[src/rtl/bch_loc_collector.sv]
// bch_loc_collector: captures the error-location burst from the bch decoder,
// range-checks each location against the codeword length chosen by `code`,
// buffers up to DEPTH of them and replays them on a valid/ready stream.
// Optional build macro: LOC_SORT_EN -- when defined, each stored location is
// insertion-placed so the replay comes out in ascending order; when undefined
// the replay keeps arrival order and no comparator network is built.
//
// Output handshake: o_valid/o_loc/o_last are registered. Once o_valid is high
// it stays high and o_loc/o_last hold until the edge where o_ready is also
// high; that edge is the transfer. o_valid never depends on o_ready.
module bch_loc_collector #(
  parameter int DEPTH = 4,
  parameter int AW    = 10
) (
  input  logic          clk,
  input  logic          rstn,
  input  logic          set,
  input  logic [1:0]    code,
  input  logic          finish,
  input  logic [AW-1:0] odata,
  output logic          o_valid,
  input  logic          o_ready,
  output logic [AW-1:0] o_loc,
  output logic          o_last,
  output logic [2:0]    o_cnt,
  output logic          o_done,
  output logic          o_rng_err,
  output logic          o_ovf,
  output logic          busy,
  output logic [1:0]    o_dbg_state
);

  // Count/pointer width; o_cnt is fixed at 3 bits, so with DEPTH=8 a full
  // buffer reads back as 0 on that port while the internal count stays exact.
  localparam int CW = $clog2(DEPTH + 1);
  // Limit is one bit wider than a location so "range check off" (2**AW) fits.
  localparam int LW = AW + 1;

  typedef enum logic [1:0] {
    S_IDLE    = 2'd0,
    S_COLLECT = 2'd1,
    S_DRAIN   = 2'd2
  } state_t;

  state_t          r_state;
  state_t          w_state_nxt;

  logic [LW-1:0]   r_limit;
  logic [LW-1:0]   w_set_limit;
  logic [LW-1:0]   w_limit;
  logic            r_rng_err;
  logic            r_ovf;

  logic [AW-1:0]   r_mem [DEPTH];
  logic [AW-1:0]   w_mem_nxt [DEPTH];
  logic [CW-1:0]   r_cnt;

  logic            r_valid;
  logic [AW-1:0]   r_loc;
  logic            r_last;
  logic [CW-1:0]   r_rd;
  logic [CW-1:0]   w_rd_nxt;
  logic [AW-1:0]   w_head_nxt;
  logic            r_done;

  logic            w_cap;
  logic            w_enter_drain;
  logic            w_empty_end;
  logic            w_last_xfer;
  logic            w_xfer;
  logic            w_in_rng;
  logic            w_full;
  logic            w_store;
  logic            w_rng_hit;
  logic            w_ovf_hit;

  // Decode the code select into an exclusive upper bound for locations.
  always_comb begin
    w_set_limit = LW'(2**AW);
    case (code)
      2'd1:    w_set_limit = LW'(63);
      2'd2:    w_set_limit = LW'(255);
      2'd3:    w_set_limit = LW'(1023);
      default: w_set_limit = LW'(2**AW);
    endcase
  end

  // A set in the same cycle as a word applies its limit to that word.
  assign w_limit   = set ? w_set_limit : r_limit;
  assign w_xfer    = r_valid && o_ready;
  assign w_in_rng  = {1'b0, odata} < w_limit;
  assign w_full    = (r_cnt == CW'(DEPTH));
  assign w_store   = w_cap && w_in_rng && !w_full;
  assign w_rng_hit = w_cap && !w_in_rng;
  assign w_ovf_hit = (w_cap && w_in_rng && w_full) ||
                     ((r_state == S_DRAIN) && finish);

  // State register.
  always_ff @(posedge clk or negedge rstn) begin
    if (!rstn) r_state <= S_IDLE;
    else       r_state <= w_state_nxt;
  end

  // Next-state logic and the per-cycle control strobes.
  always_comb begin
    w_state_nxt   = r_state;
    w_cap         = 1'b0;
    w_enter_drain = 1'b0;
    w_empty_end   = 1'b0;
    w_last_xfer   = 1'b0;
    case (r_state)
      S_IDLE: begin
        if (finish) begin
          w_cap       = 1'b1;
          w_state_nxt = S_COLLECT;
        end
      end
      S_COLLECT: begin
        if (finish) begin
          w_cap = 1'b1;
        end else if (r_cnt != '0) begin
          w_enter_drain = 1'b1;
          w_state_nxt   = S_DRAIN;
        end else begin
          w_empty_end = 1'b1;
          w_state_nxt = S_IDLE;
        end
      end
      S_DRAIN: begin
        if (w_xfer && r_last) begin
          w_last_xfer = 1'b1;
          w_state_nxt = S_IDLE;
        end
      end
      default: w_state_nxt = S_IDLE;
    endcase
  end

`ifdef LOC_SORT_EN
  logic [CW-1:0] w_pos;

  // Insertion point: count of stored entries <= the new word, so an equal
  // location lands right after its twin.
  always_comb begin
    w_pos = '0;
    for (int i = 0; i < DEPTH; i++) begin
      if ((CW'(i) < r_cnt) && (r_mem[i] <= odata)) w_pos = w_pos + CW'(1);
    end
  end

  // Shift everything at or above the insertion point up by one slot.
  always_comb begin
    for (int i = 0; i < DEPTH; i++) begin
      if (CW'(i) < w_pos)       w_mem_nxt[i] = r_mem[i];
      else if (CW'(i) == w_pos) w_mem_nxt[i] = odata;
      else                      w_mem_nxt[i] = r_mem[(i > 0) ? i - 1 : 0];
    end
  end
`else
  // Arrival order: the new word goes into the next free slot.
  always_comb begin
    for (int i = 0; i < DEPTH; i++) begin
      w_mem_nxt[i] = (CW'(i) == r_cnt) ? odata : r_mem[i];
    end
  end
`endif

  // Buffer contents and entry count; the count clears when the last entry leaves.
  always_ff @(posedge clk or negedge rstn) begin
    if (!rstn) begin
      r_mem <= '{default: '0};
      r_cnt <= '0;
    end else if (w_last_xfer) begin
      r_cnt <= '0;
    end else if (w_store) begin
      r_mem <= w_mem_nxt;
      r_cnt <= r_cnt + CW'(1);
    end
  end

  // Limit latch and the two sticky flags; a hit in the set cycle wins.
  always_ff @(posedge clk or negedge rstn) begin
    if (!rstn) begin
      r_limit   <= LW'(2**AW);
      r_rng_err <= 1'b0;
      r_ovf     <= 1'b0;
    end else begin
      if (set) r_limit <= w_set_limit;
      if (w_rng_hit)  r_rng_err <= 1'b1;
      else if (set)   r_rng_err <= 1'b0;
      if (w_ovf_hit)  r_ovf <= 1'b1;
      else if (set)   r_ovf <= 1'b0;
    end
  end

  // Entry selected after a transfer (the buffer is already in output order).
  assign w_rd_nxt = r_rd + CW'(1);
  always_comb begin
    w_head_nxt = '0;
    for (int i = 0; i < DEPTH; i++) begin
      if (CW'(i) == w_rd_nxt) w_head_nxt = r_mem[i];
    end
  end

  // Registered output stage: loads the head on DRAIN entry, advances per transfer.
  always_ff @(posedge clk or negedge rstn) begin
    if (!rstn) begin
      r_valid <= 1'b0;
      r_loc   <= '0;
      r_last  <= 1'b0;
      r_rd    <= '0;
    end else if (w_enter_drain) begin
      r_valid <= 1'b1;
      r_loc   <= r_mem[0];
      r_last  <= (r_cnt == CW'(1));
      r_rd    <= '0;
    end else if (w_last_xfer) begin
      r_valid <= 1'b0;
      r_loc   <= '0;
      r_last  <= 1'b0;
      r_rd    <= '0;
    end else if (w_xfer) begin
      r_rd    <= w_rd_nxt;
      r_loc   <= w_head_nxt;
      r_last  <= (w_rd_nxt == r_cnt - CW'(1));
    end
  end

  // Completion pulse: after the last transfer, or when a burst stored nothing.
  always_ff @(posedge clk or negedge rstn) begin
    if (!rstn) r_done <= 1'b0;
    else       r_done <= w_empty_end || w_last_xfer;
  end

  assign o_valid     = r_valid;
  assign o_loc       = r_loc;
  assign o_last      = r_last;
  assign o_cnt       = 3'(r_cnt);
  assign o_done      = r_done;
  assign o_rng_err   = r_rng_err;
  assign o_ovf       = r_ovf;
  assign busy        = (r_state != S_IDLE);
  assign o_dbg_state = r_state;

endmodule
[config.mk]
export PLATFORM = sky130hd
export DESIGN_NAME = bch_loc_collector
export DESIGN_NICKNAME = d
export VERILOG_FILES = /design/src/rtl/bch_loc_collector.sv
export SDC_FILE = /design/constraint.sdc
export NUM_CORES = 1
export LEC_CHECK = 0
export ABC_CLOCK_PERIOD_IN_PS = 2200
export BUFFER_PORTS_ARGS = -buffer_cell sky130_fd_sc_hd__buf_4
export CORE_ASPECT_RATIO = 0.8
export CORE_MARGIN = 2
export CORE_UTILIZATION = 35
export CTS_CLUSTER_DIAMETER = 100
export DETAILED_ROUTE_END_ITERATION = 10
export GPL_TIMING_DRIVEN = 0
export PLACE_DENSITY = 0.61
export SYNTH_ARGS = -nofsm -noshare
export SYNTH_HDL_FRONTEND = slang
export SYNTH_SLANG_ARGS = --single-unit
[constraint.sdc]
create_clock -name clk -period 2.2 [get_ports clk]
set_input_delay 0.55 -clock clk [delete_from_list [all_inputs] [get_ports clk]]
set_output_delay 0.55 -clock clk [all_outputs]
set_load 0.02 [all_outputs]
# [After elaboration in Yosys (flattened, before gate mapping)]
# Cells that the tools add are included.
# Widths: inputs -> output; s select.
[op_classes] addsub=3 magnitude_cmp=1 n_eq_ne=17 mux=37 bitwise_logic=1 n_reduce_logical=27
[ops] cell="$mux 10" count=7
[ops] cell="$pmux 11 s3" count=1
[ops] cell="$mux 1" count=18
[ops] cell="$mux 3" count=5
[ops] cell="$reduce_and 3->1" count=5
[ops] cell="$eq 2x3->1 const A" count=4
[ops] cell="$lt 10x11->1" count=1
[ops] cell="$mux 11" count=1
[ops] cell="$reduce_bool 2->1" count=5
[ops] cell="$mux 2" count=4
[ops] cell="$logic_and 1x1->1" count=7
[ops] cell="$add 3x1->3 const B" count=2
[ops] cell="$eq 1x3->1 const A" count=2
[ops] cell="$eq 2x2->1 const B" count=3
[ops] cell="$logic_not 3->1" count=2
[ops] cell="$pmux 2 s3" count=1
[ops] cell="$reduce_bool 3->1" count=2
[ops] cell="$eq 2x1->1 const B" count=2
[ops] cell="$ne 2x2->1 const B" count=2
[ops] cell="$eq 3x1->1 const B" count=1
[ops] cell="$eq 3x3->1" count=1
[ops] cell="$eq 3x3->1 const B" count=1
[ops] cell="$sub 3x1->3 const B" count=1
[ops] cell="$logic_not 1->1" count=2
[ops] cell="other kinds (5)" count=6
[totals] reg_bits=74 input_bits=17 out_inout_bits=21

# [Longest topological paths before layout]
[depth] ltp_word=9 mapped_depth=11 ltp_nobuf=9

# [Worst setup path before layout]
# OpenSTA, ideal clock, no wires.
[synth_path] path_type="input -> register" start="in set" end="reg r_mem[30] (netlist bit)" setup_ns=0.125 arrival_ns=2.911 t_required_ns=2.075 setup_slack_ns=-0.836 path_stages=11 path_cell_list="buf_4 inv_2 or3_1 o21ai_0 ha_1 a21oi_1 o21ai_0 a22o_1 or4_1 buf_6 mux2_4"
[synth_between] elab_chain_cells=5
[synth_rtl] item="from (decl)" line_no="17" rtl="input logic set,"
[synth_rtl] item="$mux 11"
[synth_rtl] item="$lt 10x11->1" line_no="91" rtl="assign w_in_rng = {1'b0, odata} < w_limit;"
[synth_rtl] item="$logic_and 1x1->1 (2 in a row)" line_no="93" rtl="assign w_store = w_cap && w_in_rng && !w_full;"
[synth_rtl] item="$reduce_and 3->1 (no line)"
[synth_rtl] item="to (signal assigned)" line_no="176" rtl="r_mem <= w_mem_nxt;"
[synth_rtl] item="to (decl)" line_no="54" rtl="logic [AW-1:0] r_mem [DEPTH];"
# Every way passes these cells.
# A chain may end at the register's enable or synchronous reset.

# [Worst setup path in the final report]
[layout_path] start="in set" end="reg r_mem[39] (netlist bit)"
# Same word-level chain as after synthesis.

==> out/qor.log <==
qor: timing.setup_slack -0.488 ns
qor: drt.drtIter0Drc 182
qor: pwr.ir_worst_vdd 513 uV
qor: synthesis.synth.net_count 396
qor: clock_network.clock_tree_from_tritoncts built
qor: synthesis.synthCells 359
qor: global_routing.antenna_found_initial 0
qor: clock_network.cts.sink_count 74
qor: synthesis.yosys.area_share.adder 6.40%
qor: global_routing.grt_pass1_vias 2923
qor: worst_setup_path.critPathMaxFanout 10
qor: timing.whs 0.359 ns
qor: global_routing.grt.overflow.total 0
qor: timing.post-route-min-period 2.69 ns
qor: worst_setup_path.timing_worst_setup_path_type in2reg
qor: timing.fmax 372 MHz
qor: hold_path.worst_hold_path_type in2async
qor: floorplan.ioPinCount 38
qor: final_layout.drive_gt1_share 37.9%
qor: drt.via_count 3057
qor: synthesis.synth_seq_cells 74
qor: final_layout.most_common_cell_after_layout_fill_and_taps_aside sky130_fd_sc_hd__dfrtp_1
qor: timing.hold_vio_cnt_final 0
qor: final_layout.insertedDiodeCount 0
qor: synthesis.netlist_area 0.00391 mm2
qor: final_layout.stdcell_area 0.00515 mm2
qor: timing.setup-violations-final 45
qor: placed_design.gp_routability_congestion 0.812
qor: synthesis.yosysWarningCount 0
qor: drt.routedWlPerCell 18.4 um
qor: timing.worst_clock_skew 0.00617 ns
qor: global_routing.grt_start_max_net_pins 75
qor: outcome.failed_checks negative setup slack
qor: synthesis.asyncSetResetFlopFracSynth 100%
qor: worst_setup_path.worst-endpoint-required 2.42 ns
qor: drt.post_drt_via_cell_ratio 5.34
qor: synthesis.synth_edf_count 0
qor: timing.slew_violations 0
qor: synthesis.synth-xor-area-share 1.12%
qor: pwr.p_leak 0.00237 uW
qor: timing.rsz0062_at_grt yes
qor: drt.firstDrtPassIters 4
qor: synthesis.main_combinational_cell_family_by_area_after_synthesis compound AO/OA/AOI/OAI gates
qor: synthesis.post_synth_num_cell_types 48
qor: clock_network.ctsHoldBuffers 0
qor: global_routing.wire_length_of_the_first_global_routing_pass 16000 um
qor: final_layout.most-common-layout-cells sky130_fd_sc_hd__dfrtp_1, sky130_fd_sc_hd__buf_4, sky130_fd_sc_hd__nand2_1
qor: drt.remaining_drc_errors 0
qor: placed_design.dpl_cell_area 0.00440 mm2
qor: floorplan.core_area 0.0109 mm2
qor: clock_network.cts.root.buffer_cell sky130_fd_sc_hd__clkbuf_16
qor: clock_network.clockBufferDepth 2
qor: synthesis.synth_simple_gate_area_share 13.1%
qor: global_routing.grt_util_met1 25.2%
qor: timing.max-slew-margin-rel 35.6%
qor: placed_design.place_inst 540
qor: timing.worstMarginPinSlew 0.966 ns
qor: final_layout.num-nets-final 464
qor: placed_design.hpwl 6560 um
qor: final_layout.n_fill_cell 1020
qor: global_routing.gr-usage-met3 5.27%
qor: final_layout.post_layout_nonfiller_instances 572
qor: clock_network.htreeDepth 3
qor: floorplan.row_count 34
qor: global_routing.grt-busiest-layer met2
qor: floorplan.initial_core_util 35.9%
qor: final_layout.flow.area_growth_from_synthesis 31.6%
qor: synthesis.synth-compound-area-share 14.9%
qor: drt.detail-route-antenna-nets 0
qor: run.max_cap_violations 0
qor: worst_setup_path.worst_setup_path_end_kind register
qor: global_routing.gr-usage-met2 25.6%
qor: worst_setup_path.worst_ep_arrival_time 2.91 ns
qor: worst_setup_path.worst_setup_path_start_kind input pin
qor: outcome.status finished with violations
qor: drt.drt-total-wl 10600 um
qor: synthesis.seq_area_frac_synth 47.4%
qor: clock_network.clk_transition_reported_paths 0.05 ns
qor: clock_network.clk-insertion-delay-late 0.34 ns
qor: pwr.cellPowerDensity 1380 mW/mm2
qor: clock_network.cts_inserted_buffers 9
qor: synthesis.postSynthAreaPerCell 10.9 um2
qor: floorplan.die_width 122 um
qor: final_layout.finalCoreUtilization 47.3%
qor: synthesis.post_synth_mux_area_share 13.2%
qor: placed_design.port-buffer-count 37
qor: floorplan.die_height 98.6 um
qor: synthesis.dominantRegCellSynth sky130_fd_sc_hd__dfrtp_1
qor: global_routing.grt.total_usage 17.7%
qor: floorplan.dieArea 0.0120 mm2
qor: timing.min_period_over_period 122%
[cells in the mapped netlist, types with 2 or more instances]
cell	instances	area [um2]
sky130_fd_sc_hd__a21o_1	4	30.0
sky130_fd_sc_hd__a21oi_1	17	85.1
sky130_fd_sc_hd__a22oi_1	2	15.0
sky130_fd_sc_hd__a311o_1	9	90.1
sky130_fd_sc_hd__a31oi_1	2	12.5
sky130_fd_sc_hd__and3_1	3	18.8
sky130_fd_sc_hd__and3b_1	10	87.6
sky130_fd_sc_hd__clkbuf_1	13	48.8
sky130_fd_sc_hd__dfrtp_1	73	1830
sky130_fd_sc_hd__ha_1	20	250
sky130_fd_sc_hd__inv_1	20	75.1
sky130_fd_sc_hd__mux2_2	30	338
sky130_fd_sc_hd__mux2_4	10	150
sky130_fd_sc_hd__mux2i_1	3	30.0
sky130_fd_sc_hd__nand2_1	47	176
sky130_fd_sc_hd__nand2b_1	13	81.3
sky130_fd_sc_hd__nand3_1	6	30.0
sky130_fd_sc_hd__nand3_2	2	20.0
sky130_fd_sc_hd__nor2_1	6	22.5
sky130_fd_sc_hd__nor2b_1	2	12.5
sky130_fd_sc_hd__o21a_1	10	75.1
sky130_fd_sc_hd__o21ai_0	20	100
sky130_fd_sc_hd__o311ai_0	9	78.8
sky130_fd_sc_hd__xnor2_1	4	35.0
[critical path, cell delays in order]
cell and delay, ns:
sky130_fd_sc_hd__buf_8 0.08, sky130_fd_sc_hd__buf_12 0.10, sky130_fd_sc_hd__inv_8 0.03, sky130_fd_sc_hd__or3_4 0.38, sky130_fd_sc_hd__o21ai_4 0.10, sky130_fd_sc_hd__ha_4 0.23, sky130_fd_sc_hd__a21oi_2 0.14, sky130_fd_sc_hd__o21ai_2 0.09
sky130_fd_sc_hd__a22o_1 0.23, sky130_fd_sc_hd__or4_4 0.50, sky130_fd_sc_hd__buf_12 0.17, sky130_fd_sc_hd__mux2_4 0.30
[metrics by stage]
stage / TNS [ns] / setup slack (ns) / power (uW)
floorplan: -20.01 / -0.649 / 4360
global placement: -43.72 / -0.948 / 5210
detailed placement: -45.43 / -0.984 / 5300
CTS: -19.42 / -0.499 / 6890
global route: -19.63 / -0.573 / 7520
finish: -15.83 / -0.488 / 7100
[power by group]
part	internal (uW)	leakage, uW	total [uW]	switching (uW)
sequential	1940	0.000894	2360	417
clock	830	0.000132	1360	527
combinational	1710	0.00134	3380	1670
total	4480	0.00237	7100	2620
[layout make-up]
class | count | area (um2) | area share (%)
Buffer | 14 | 114 | 2.21
Clock buffer | 12 | 267 | 5.17
Inverter | 21 | 86.3 | 1.68
Multi-Input combinational cell | 250 | 2180 | 42.3
Sequential cell | 74 | 1850 | 36.0
Tap cell | 144 | 180 | 3.50
Timing Repair Buffer | 57 | 472 | 9.16
[flip-flops by register name, summed over array words and instances (netlist names)]
register	flops
o_cnt	3
o_dbg_state	2
o_done	1
o_last	1
o_loc	10
o_ovf	1
o_rng_err	1
o_valid	1
r_limit	11
r_mem	40
r_rd	3
[metal layers]
metal	share of wire (%)	wire [um]
met5	0	0
met4	2.0	214
met3	7.2	764
met2	43	4590
met1	47	4980
[timing repair]
| action | in CTS | in global routing |
|---|---|---|
| pin swaps | 2 | 7 |
| gates cloned | 2 | 2 |
| buffers inserted | 9 | 9 |
| endpoints found under the setup margin | 56 | 55 |
| gates resized for setup | 48 | 31 |
[cell families (layout without fill, tap and decap cells)]
logic type	count (synthesis)	after routing
simple gates	97	99
flops	74	74
buf+inv	37	104
mux	43	43
xor+xnor	5	5
fa+ha+maj	20	20
compound gates	83	83
[path summary, 6_finish.rpt]
kind / startpoint / end / slack [ns] / cells after the start
worst min-delay path: rstn / r_mem[9] / 0.36 / 1
min in group clk: r_limit[5] / r_limit[5] / 0.47 / 2
worst max-delay path: set / r_mem[39] / -0.49 / 12
worst max register to register: r_limit[7] / r_mem[39] / -0.28 / 8
worst min register to register: r_limit[5] / r_limit[5] / 0.47 / 2
max in group asynchronous: rstn / r_rd[0] / 1.20 / 1
Power figures use the tool's default switching activity.
